### src/rtl/seg_debug_display.sv
// seg_debug_display: multiplexed seven-segment debug display with frame snapshot and debounced step button
// Ports: clk, resetn (async, active-low); btn_step raw button; ch_sel/ch_data channel select and packed channels;
//        step_pulse one cycle per accepted press; frame_start pulses when a snapshot is taken;
//        seg_n active-low segments (bit7 = dp); dig_n active-low one-hot digit enables.
// Option: define SEG_DEBUG_LZ_BLANK_EN to blank leading zeros of the displayed value.
module seg_debug_display #(
  parameter int NUM_DIGITS   = 8,
  parameter int NUM_CH       = 4,
  parameter int SCAN_DIV     = 50000,
  parameter int DEBOUNCE_CYC = 20000,
  parameter int SEL_W        = NUM_CH > 1 ? $clog2(NUM_CH) : 1
) (
  input  logic                       clk,
  input  logic                       resetn,
  input  logic                       btn_step,
  input  logic [SEL_W-1:0]           ch_sel,
  input  logic [NUM_CH*NUM_DIGITS*4-1:0] ch_data,
  output logic                       step_pulse,
  output logic                       frame_start,
  output logic [7:0]                 seg_n,
  output logic [NUM_DIGITS-1:0]      dig_n
);
  localparam int DW = NUM_DIGITS * 4;
  localparam int IW = NUM_DIGITS > 1 ? $clog2(NUM_DIGITS) : 1;
  localparam int CW = $clog2(SCAN_DIV);
  localparam int BW = $clog2(DEBOUNCE_CYC);
  localparam logic [127:0] FONT = 128'h8E86A1C6_83889080_F8829299_B0A4F9C0;
  logic [CW-1:0] scan_cnt;
  logic [IW-1:0] idx, idx_d;
  logic [SEL_W-1:0] sel_q, sel_d;
  logic [DW-1:0] snap, snap_d, pick;
  logic tick, wrap, oor, dp, blank;
  logic [3:0] nib;
  logic [7:0] seg_d;
  logic s1, bs, stable, accept;
  logic [BW-1:0] deb_cnt;
  assign tick = scan_cnt == CW'(SCAN_DIV - 1);
  assign wrap = tick && idx == IW'(NUM_DIGITS - 1);
  assign frame_start = wrap;
  // Display data is computed from the post-tick state so the registered
  // outputs show the fresh snapshot one edge after the wrap tick.
  always_comb begin
    pick = '0;
    for (int k = 0; k < NUM_CH; k++) pick = ch_sel == SEL_W'(k) ? ch_data[k*DW +: DW] : pick;
    idx_d = wrap ? '0 : idx + IW'(1);
    sel_d = wrap ? ch_sel : sel_q;
    snap_d = wrap ? pick : snap;
    nib = snap_d[idx_d*4 +: 4];
    oor = int'(sel_d) >= NUM_CH;
    dp = int'(sel_d) == int'(idx_d);
    seg_d = {~dp, oor ? 7'h3F : blank ? 7'h7F : FONT[nib*8 +: 7]};
  end
`ifdef SEG_DEBUG_LZ_BLANK_EN
  int msd;
  always_comb begin
    msd = 0;
    for (int i = 1; i < NUM_DIGITS; i++) msd = snap_d[i*4 +: 4] != 4'h0 ? i : msd;
    blank = !oor && int'(idx_d) > msd;
  end
`else
  assign blank = 1'b0;
`endif
  always_ff @(posedge clk or negedge resetn) begin
    if (!resetn) begin
      scan_cnt <= '0;
      idx <= IW'(NUM_DIGITS - 1);
      sel_q <= '0;
      snap <= '0;
      seg_n <= 8'hFF;
      dig_n <= '1;
    end else begin
      scan_cnt <= tick ? '0 : scan_cnt + CW'(1);
      if (tick) begin
        idx <= idx_d;
        sel_q <= sel_d;
        snap <= snap_d;
        seg_n <= seg_d;
        dig_n <= ~(NUM_DIGITS'(1) << idx_d);
      end
    end
  end
  assign accept = bs != stable && deb_cnt == BW'(DEBOUNCE_CYC - 1);
  always_ff @(posedge clk or negedge resetn) begin
    if (!resetn) begin
      s1 <= 1'b0;
      bs <= 1'b0;
      stable <= 1'b0;
      deb_cnt <= '0;
      step_pulse <= 1'b0;
    end else begin
      s1 <= btn_step;
      bs <= s1;
      deb_cnt <= (bs == stable || accept) ? '0 : deb_cnt + BW'(1);
      stable <= accept ? bs : stable;
      step_pulse <= accept && bs;
    end
  end
endmodule

### config.mk
export PLATFORM = sky130hd
export DESIGN_NAME = seg_debug_display
export DESIGN_NICKNAME = d
export VERILOG_FILES = /design/src/rtl/seg_debug_display.sv
export SDC_FILE = /design/constraint.sdc
export NUM_CORES = 1
export LEC_CHECK = 0
export ABC_AREA = 1
export ABC_CLOCK_PERIOD_IN_PS = 2240
export CORE_ASPECT_RATIO = 0.8
export CORE_MARGIN = 2
export CORE_UTILIZATION = 40
export DETAILED_ROUTE_END_ITERATION = 7
export PLACE_DENSITY = 0.75
export SYNTH_ARGS = -nofsm -noshare
export SYNTH_HDL_FRONTEND = slang
export SYNTH_SLANG_ARGS = --single-unit
export TNS_END_PERCENT = 30
### constraint.sdc
create_clock -name clk -period 2.24 [get_ports clk]
set_input_delay 0.224 -clock clk [delete_from_list [all_inputs] [get_ports clk]]
set_output_delay 0.224 -clock clk [all_outputs]
set_load 0.1 [all_outputs]
==> results of run 1 <==
-- Yosys cell counts (all sizes together) --
master / number
and3b: 1
nor3b: 4
xor2: 4
nor4: 3
a221oi: 14
dfstp: 19
dfrtp: 69
nor3: 14
a31oi: 1
o22ai: 3
or2: 3
inv: 70
nand3: 64
nand3b: 4
buf: 19
and3: 2
clkinv: 4
ha: 13
nand2: 250
nand4: 19
a22o: 10
a21oi: 23
o21ai: 32
nor2: 43
o21bai: 3
clkbuf: 7
-- power by group --
| group | total, mW | internal [mW] | leakage (nW) | switching (mW) |
|---|---|---|---|---|
| combinational | 0.456 | 0.290 | 2.65 | 0.166 |
| clock | 1.49 | 0.864 | 0.136 | 0.625 |
| sequential | 1.60 | 1.60 | 0.967 | 0.00358 |
-- kinds of logic (layout without fill, tap and decap cells) --
group / after synthesis / count (layout) / share of synthesized area (%)
XOR/XNOR: 4 / 4 / 0.671
AO/OA/AOI/OAI: 86 / 86 / 10.2
AND/OR/NAND/NOR: 407 / 408 / 34.9
flip-flops: 88 / 88 / 42.7
adder cells (fa/ha/maj): 13 / 13 / 3.12
buffers and inverters: 100 / 327 / 8.46
-- cells in the final DEF (no fill, tap or decap), types with 6 or more instances in the layout --
cell type / Yosys / routed
a221oi_1: 14 / 14
nor2_2: 4 / 9
nand2_2: 14 / 32
a21oi_1: 23 / 22
o21ai_0: 31 / 29
dfstp_2: 19 / 19
inv_1: 67 / 63
a22o_1: 10 / 10
nand2_1: 234 / 210
dfrtp_1: 69 / 69
nand2_4: 2 / 8
nand3_1: 59 / 32
ha_4: 0 / 6
nand3_2: 4 / 28
clkbuf_16: 0 / 10
buf_12: 0 / 8
clkdlybuf4s50_1: 0 / 131
buf_4: 4 / 94
inv_2: 3 / 7
nand4_1: 19 / 19
nor2_1: 39 / 31
nor3_1: 14 / 12
-- routing by layer --
| metal | vias up | GRT usage [%] |
|---|---|---|
| met3 | 24 | 5.05 |
| li1 | 2737 | - |
| met5 | - | 0 |
| met2 | 212 | 37.4 |
| met1 | 2525 | 27.9 |
| met4 | 0 | 5.98 |
-- sequential cells by signal, indices dropped and copies added, names as in the netlist --
register / flops
sel_q: 2
scan_cnt: 16
stable: 1
bs: 1
s1: 1
idx: 3
deb_cnt: 15
dig_n: 8
step_pulse: 1
seg_n: 8
snap: 32
-- critical path, delay by kind of cell (launching register included) --
kind | cells | cell delay, ns
buffers and inverters | 7 | 0.80
flip-flops | 1 | 0.56
AND/OR/NAND/NOR | 1 | 0.21
adder cells (fa/ha/maj) | 2 | 0.30
-- area by class of cell --
type / instances / area share, %
clock buffer: 11 / 2.83
clock inverter: 5 / 0.716
inverter: 74 / 3.41
multi-input combinational: 511 / 36.1
sequential: 88 / 27.1
tap: 175 / 2.66
timing repair buffer: 237 / 27.2
-- timing repair --
action / 4_1_cts / 5_1_grt
hold endpoints to repair: 18 / 0
hold buffers: 1 / 0
gates resized for setup: 15 / 69
gates cloned: 0 / 2
buffers inserted: 7 / 9
pin swaps: 7 / 24
setup endpoints to repair: 7 / 11
-- per-stage QoR --
stage	cell area (sq um)	instances	util [%]
floorplan	5300	698	-
global placement	7420	1067	58.1
detailed placement	7420	1067	58.1
CTS	7840	1091	61.4
global route	8220	1101	64.3
finish	8220	1101	64.3
-- how the worst min path moves through the flow --
stage,depth (start not counted),to,startpoint
final,1,s1,btn_step
after detailed placement,1,stable,resetn
after global placement,1,stable,resetn
after floorplan,0,bs,resetn
after global routing,1,s1,btn_step
after CTS,1,s1,btn_step
==> summary.txt, run 1 <==
Outcome
  – Status: complete, but fails checks
  – Failing checks: setup timing

Clock tree
  – CTS H-tree lvls: 3
  – Clk Latency, worst-skew pair: 0.35 ns
  – Clk sinks: 88
  – Max clock buf depth: 2
  – Total CTS buffers: 9
  – TritonCTS clock tree: yes
  – Clock slew at reported path FFs: 0.07 ns
  – Root buffer cell: clkbuf_16

Finish
  – ANT cells: 0
  – FILL cells: 1067
  – Area occupied by multi-input gates: 0.00297 sq mm
  – Sequential cell area: 0.00223 sq mm
  – Layout cells sized above 1: 27.0%
  – Final #Nets: 1067
  – Area grow syn2layout: 57.4%

Drt
  – Met1 WL: 6730 um
  – DRC: 0
  – Via density: 4.99
  – Top Metal Used: met4
  – Met3 WL: 1020 um
  – Initial DRC count: 395
  – Routed vias: 5498
  – Number of detailed-route iterations in the first pass: 5
  – Drt total wl: 15600 um
  – Routed met2 length: 7570 um
  – DR WL/cell: 14.1 um
  – Routed Antenna Nets: 0

Power
  – Max rail drop VDD: 0.270 mV
  – Total design power: 3.55 mW
  – Pleak: 3.76 nW
  – PD cells: 432 mW/mm^2

STA
  – TNS Setup: -1.48 ns
  – RSZ-0062 raised after global routing: true
  – Hold WS: 0.315 ns
  – Final hold vios: 0
  – Period utilization: 110%
  – Fmax: 406 MHz
  – Setup Viol. Count Final: 8
  – Worst setup slack after layout: -0.224 ns
  – Slew margin rel.: 70.7%
  – Worst-margin pin slew: 0.436 ns
  – Clock Skews: 0.00842 ns
  – Final Slew Violations: 0
  – Clock period minus worst slack: 2.46 ns

Setup path
  – Worst setup SP type: register
  – WS Path Type: reg2out
  – Reg2Reg Launch Point: idx[0]
  – CP endpoint kind: output pin
  – Crit-path max cell delay: 0.56 ns
  – Worst path cell trace: ha_4 -> ha_4 -> inv_2 -> nor2_4 -> clkbuf_16 -> buf_4 -> buf_4 -> buf_4 -> buf_4 -> buf_12
  – R2r worst-path depth: 16
  – Worst EP arrival: 2.24 ns
  – CP Max Fanout: 5
  – R2r setup slk: -0.22 ns
  – Capturing point of the worst reg2reg path: seg_n[1]
  – CP required: 2.02 ns
  – Crit path to: frame_start
  – Cell mode on critical path: buf_4
  – CP startpoint: idx[0]
  – Crit-path slowest cell: dfstp_2

Placement
  – I/O Buffers: 150
  – DP Worst Slack: -0.278 ns
  – Routability cong.: 0.852
  – Hpwl dp: 11500 um

Global route
  – First-pass GRT wire length: 24600 um
  – Initial antenna violation count: 0
  – GRT Util Overall: 21.8%
  – Total grt overflow: 0
  – Vias in the first global route: 5311
  – Largest net degree at the start of global routing: 40

Min path
  – Hold/Removal Path Class: in2reg

Floorplanning
  – Core Rows: 37
  – CORE AREA: 0.0128 sq mm
  – Die height: 106 um
  – Chip width: 132 um
  – Starting Density: 40.8%
  – IO Pins: 151
  – Die ar.: 0.0140 sq mm

Logic synthesis
  – Top cell type's share of synthesized area: 33.1%
  – Syn Nets: 844
  – Synth cell types: 37
  – Dominant cell type by area after synthesis: dfrtp_1
  – Mapped Area: 0.00522 sq mm
  – Sequential share of the synthesized area: 42.7%
  – Avg Cell Area, Syn: 7.48 sq um
  – Synth area leaders: dfrtp_1, nand2_1, dfstp_2
  – Synthesized flop and latch total: 88
  – Yosys warning count: 0
  – Post-Syn Instances: 698

Job
  – MaxCap Viol Count: 0
(Power assumes the default switching activity.)
==> run 2, diff against run 1 <==
--- a/config.mk
+++ b/config.mk
@@ -11,7 +11,9 @@
 export CORE_MARGIN = 2
 export CORE_UTILIZATION = 40
 export DETAILED_ROUTE_END_ITERATION = 7
+export GPL_TIMING_DRIVEN = 0
 export PLACE_DENSITY = 0.75
+export SLEW_MARGIN = 25
 export SYNTH_ARGS = -nofsm -noshare
 export SYNTH_HDL_FRONTEND = slang
 export SYNTH_SLANG_ARGS = --single-unit
==> summary.txt, run 2 (synthesis results as in run 1) <==
Outcome
  – Failing checks: setup timing
  – Status: complete, but fails checks

Floorplanning
  – CORE AREA: 0.0128 sq mm
  – IO Pins: 151
  – Starting Density: 40.8%
  – Chip width: 132 um
  – Die height: 106 um
  – Core Rows: 37
  – Die ar.: 0.0140 sq mm

Drt
  – Routed vias: 5485
  – DR WL/cell: 14.8 um
  – Drt total wl: 16100 um
  – Initial DRC count: 328
  – Via density: 5.05
  – DRC: 0
  – Number of detailed-route iterations in the first pass: 5
  – Routed Antenna Nets: 0

STA
  – Worst-margin pin slew: 0.975 ns
  – RSZ-0062 raised after global routing: true
  – TNS Setup: -1.61 ns
  – Setup Viol. Count Final: 7
  – Final hold vios: 0
  – Clock period minus worst slack: 2.52 ns
  – Hold WS: 0.316 ns
  – Fmax: 396 MHz
  – Final Slew Violations: 0
  – Clock Skews: 0.00919 ns
  – Worst setup slack after layout: -0.285 ns
  – Period utilization: 113%
  – Slew margin rel.: 34.9%

Setup path
  – Bufs and invs on worst path: 3
  – Worst EP arrival: 2.81 ns
  – CP endpoint kind: register
  – Crit-path slowest cell: dfstp_2
  – Worst path cell trace: ha_4 -> ha_4 -> nand3_4 -> buf_8 -> buf_8 -> nand3_1 -> nand2_1 -> inv_2 -> nand2_4 -> nand3_2 -> nand2_4 -> ha_4 -> nand3_4 -> nor2_1 -> nor2_1 -> a21oi_1
  – Cell mode on critical path: ha_4
  – Worst setup SP type: register
  – CP Max Fanout: 7
  – Crit-path max cell delay: 0.59 ns
  – WS Path Type: reg2reg
  – CP required: 2.53 ns
  – Largest delay share family, worst path: simple AND/OR/NAND/NOR gates

Placement
  – I/O Buffers: 150
  – DP Worst Slack: -0.751 ns
  – Hpwl dp: 11100 um
  – Dpl cell area: 0.00705 sq mm
  – Dpl cells: 1024
  – Routability cong.: 0.857

Clock tree
  – TritonCTS clock tree: yes
  – CTS H-tree lvls: 3
  – Total CTS buffers: 9
  – Clk Latency, worst-skew pair: 0.35 ns
  – Max clock buf depth: 2
  – Clk sinks: 88
  – Clock slew at reported path FFs: 0.07 ns
  – Root buffer cell: clkbuf_16

Finish
  – Max reg flops: 32
  – Layout cells sized above 1: 24.3%
  – Commonest non-fill, non-tap cells in the layout: nand2_1, clkdlybuf4s50_1, dfrtp_1
  – ANT cells: 0
  – Largest regs: snap (32), scan_cnt (16), deb_cnt (15)
  – Final cell count without fillers: 1086
  – Most flops, register: snap
  – Area grow syn2layout: 59.6%
  – Finished Core Util: 65.2%
  – Post-route cell area: 0.00833 sq mm
  – Final #Nets: 1052
  – Most common cell after layout, fill and taps aside: nand2_1

Global route
  – Total grt overflow: 0
  – Largest net degree at the start of global routing: 48
  – GRT Util Overall: 22.8%
  – Vias in the first global route: 5521
  – First-pass GRT wire length: 25700 um
  – Initial antenna violation count: 0

Power
  – Max rail drop VDD: 0.395 mV
  – Pleak: 3.76 nW
  – PD cells: 418 mW/mm^2
  – Total design power: 3.48 mW

Min path
  – Hold/Removal Path Class: in2reg

Job
  – MaxCap Viol Count: 0
run 2: repair_timing:
action / 4_1_cts / 5_1_grt
pin swaps: 39 / 40
hold buffers: 1 / 0
resized for setup: 102 / 68
setup buffers: 31 / 13
hold endpoints to repair: 41 / 0
gates cloned: 1 / 0
setup endpoints to repair: 27 / 31
run 2: area by class of cell:
type	instances	area, sq um
multi-input combinational	510	3150
clock inverter	6	42.5
inverter	74	293
timing repair buffer	197	1930
sequential	88	2230
tap	175	219
fill	1071	4450
clock buffer	10	239
buffer	26	224
run 2: worst reg2reg max path, stage by stage (launching register included):
cell     delay, ns
dfstp_2       0.59
ha_4          0.17
ha_4          0.16
nand3_4       0.10
buf_8         0.17
buf_8         0.15
nand3_1       0.07
nand2_1       0.06
inv_2         0.07
nand2_4       0.06
nand3_2       0.09
nand2_4       0.11
ha_4          0.30
nand3_4       0.08
nor2_1        0.12
nor2_1        0.05
a21oi_1       0.12
run 2: path summary, 6_finish.rpt:
| path | cells past startpoint | slack (ns) | startpoint | end |
|---|---|---|---|---|
| max | 16 | -0.28 | idx[0] | seg_n[1] |
| min | 1 | 0.32 | btn_step | s1 |
| max reg2reg | 16 | -0.28 | idx[0] | seg_n[1] |
| min reg2reg | 0 | 0.35 | s1 | bs |
| max in group asynchronous | 3 | 1.25 | resetn | seg_n[0] |
| min in group asynchronous | 2 | 0.36 | resetn | stable |
run 2: metal layers:
layer	vias to the layer above	GRT usage, %	share of wire (%)
met5	-	0	0
met4	0	7.38	1.9
met3	29	5.58	5.9
met2	177	40.2	50
met1	2570	27.5	42
li1	2709	-	-
run 2: power by group:
part           leakage [nW]  internal [mW]  switching [mW]
combinational          2.66          0.268           0.167
clock                 0.135          0.786           0.661
sequential            0.967           1.60         0.00362
total                  3.76           2.65           0.832
==> run 3, diff against run 2 <==
--- a/config.mk
+++ b/config.mk
@@ -7,10 +7,12 @@
 export LEC_CHECK = 0
 export ABC_AREA = 1
 export ABC_CLOCK_PERIOD_IN_PS = 2240
+export CAP_MARGIN = 20
 export CORE_ASPECT_RATIO = 0.8
 export CORE_MARGIN = 2
 export CORE_UTILIZATION = 40
 export DETAILED_ROUTE_END_ITERATION = 7
+export GPL_ROUTABILITY_DRIVEN = 0
 export GPL_TIMING_DRIVEN = 0
 export PLACE_DENSITY = 0.75
 export SLEW_MARGIN = 25
==> results of run 3 <==
Same layout as run 2: the final DEF is identical, and so are final timing and power.
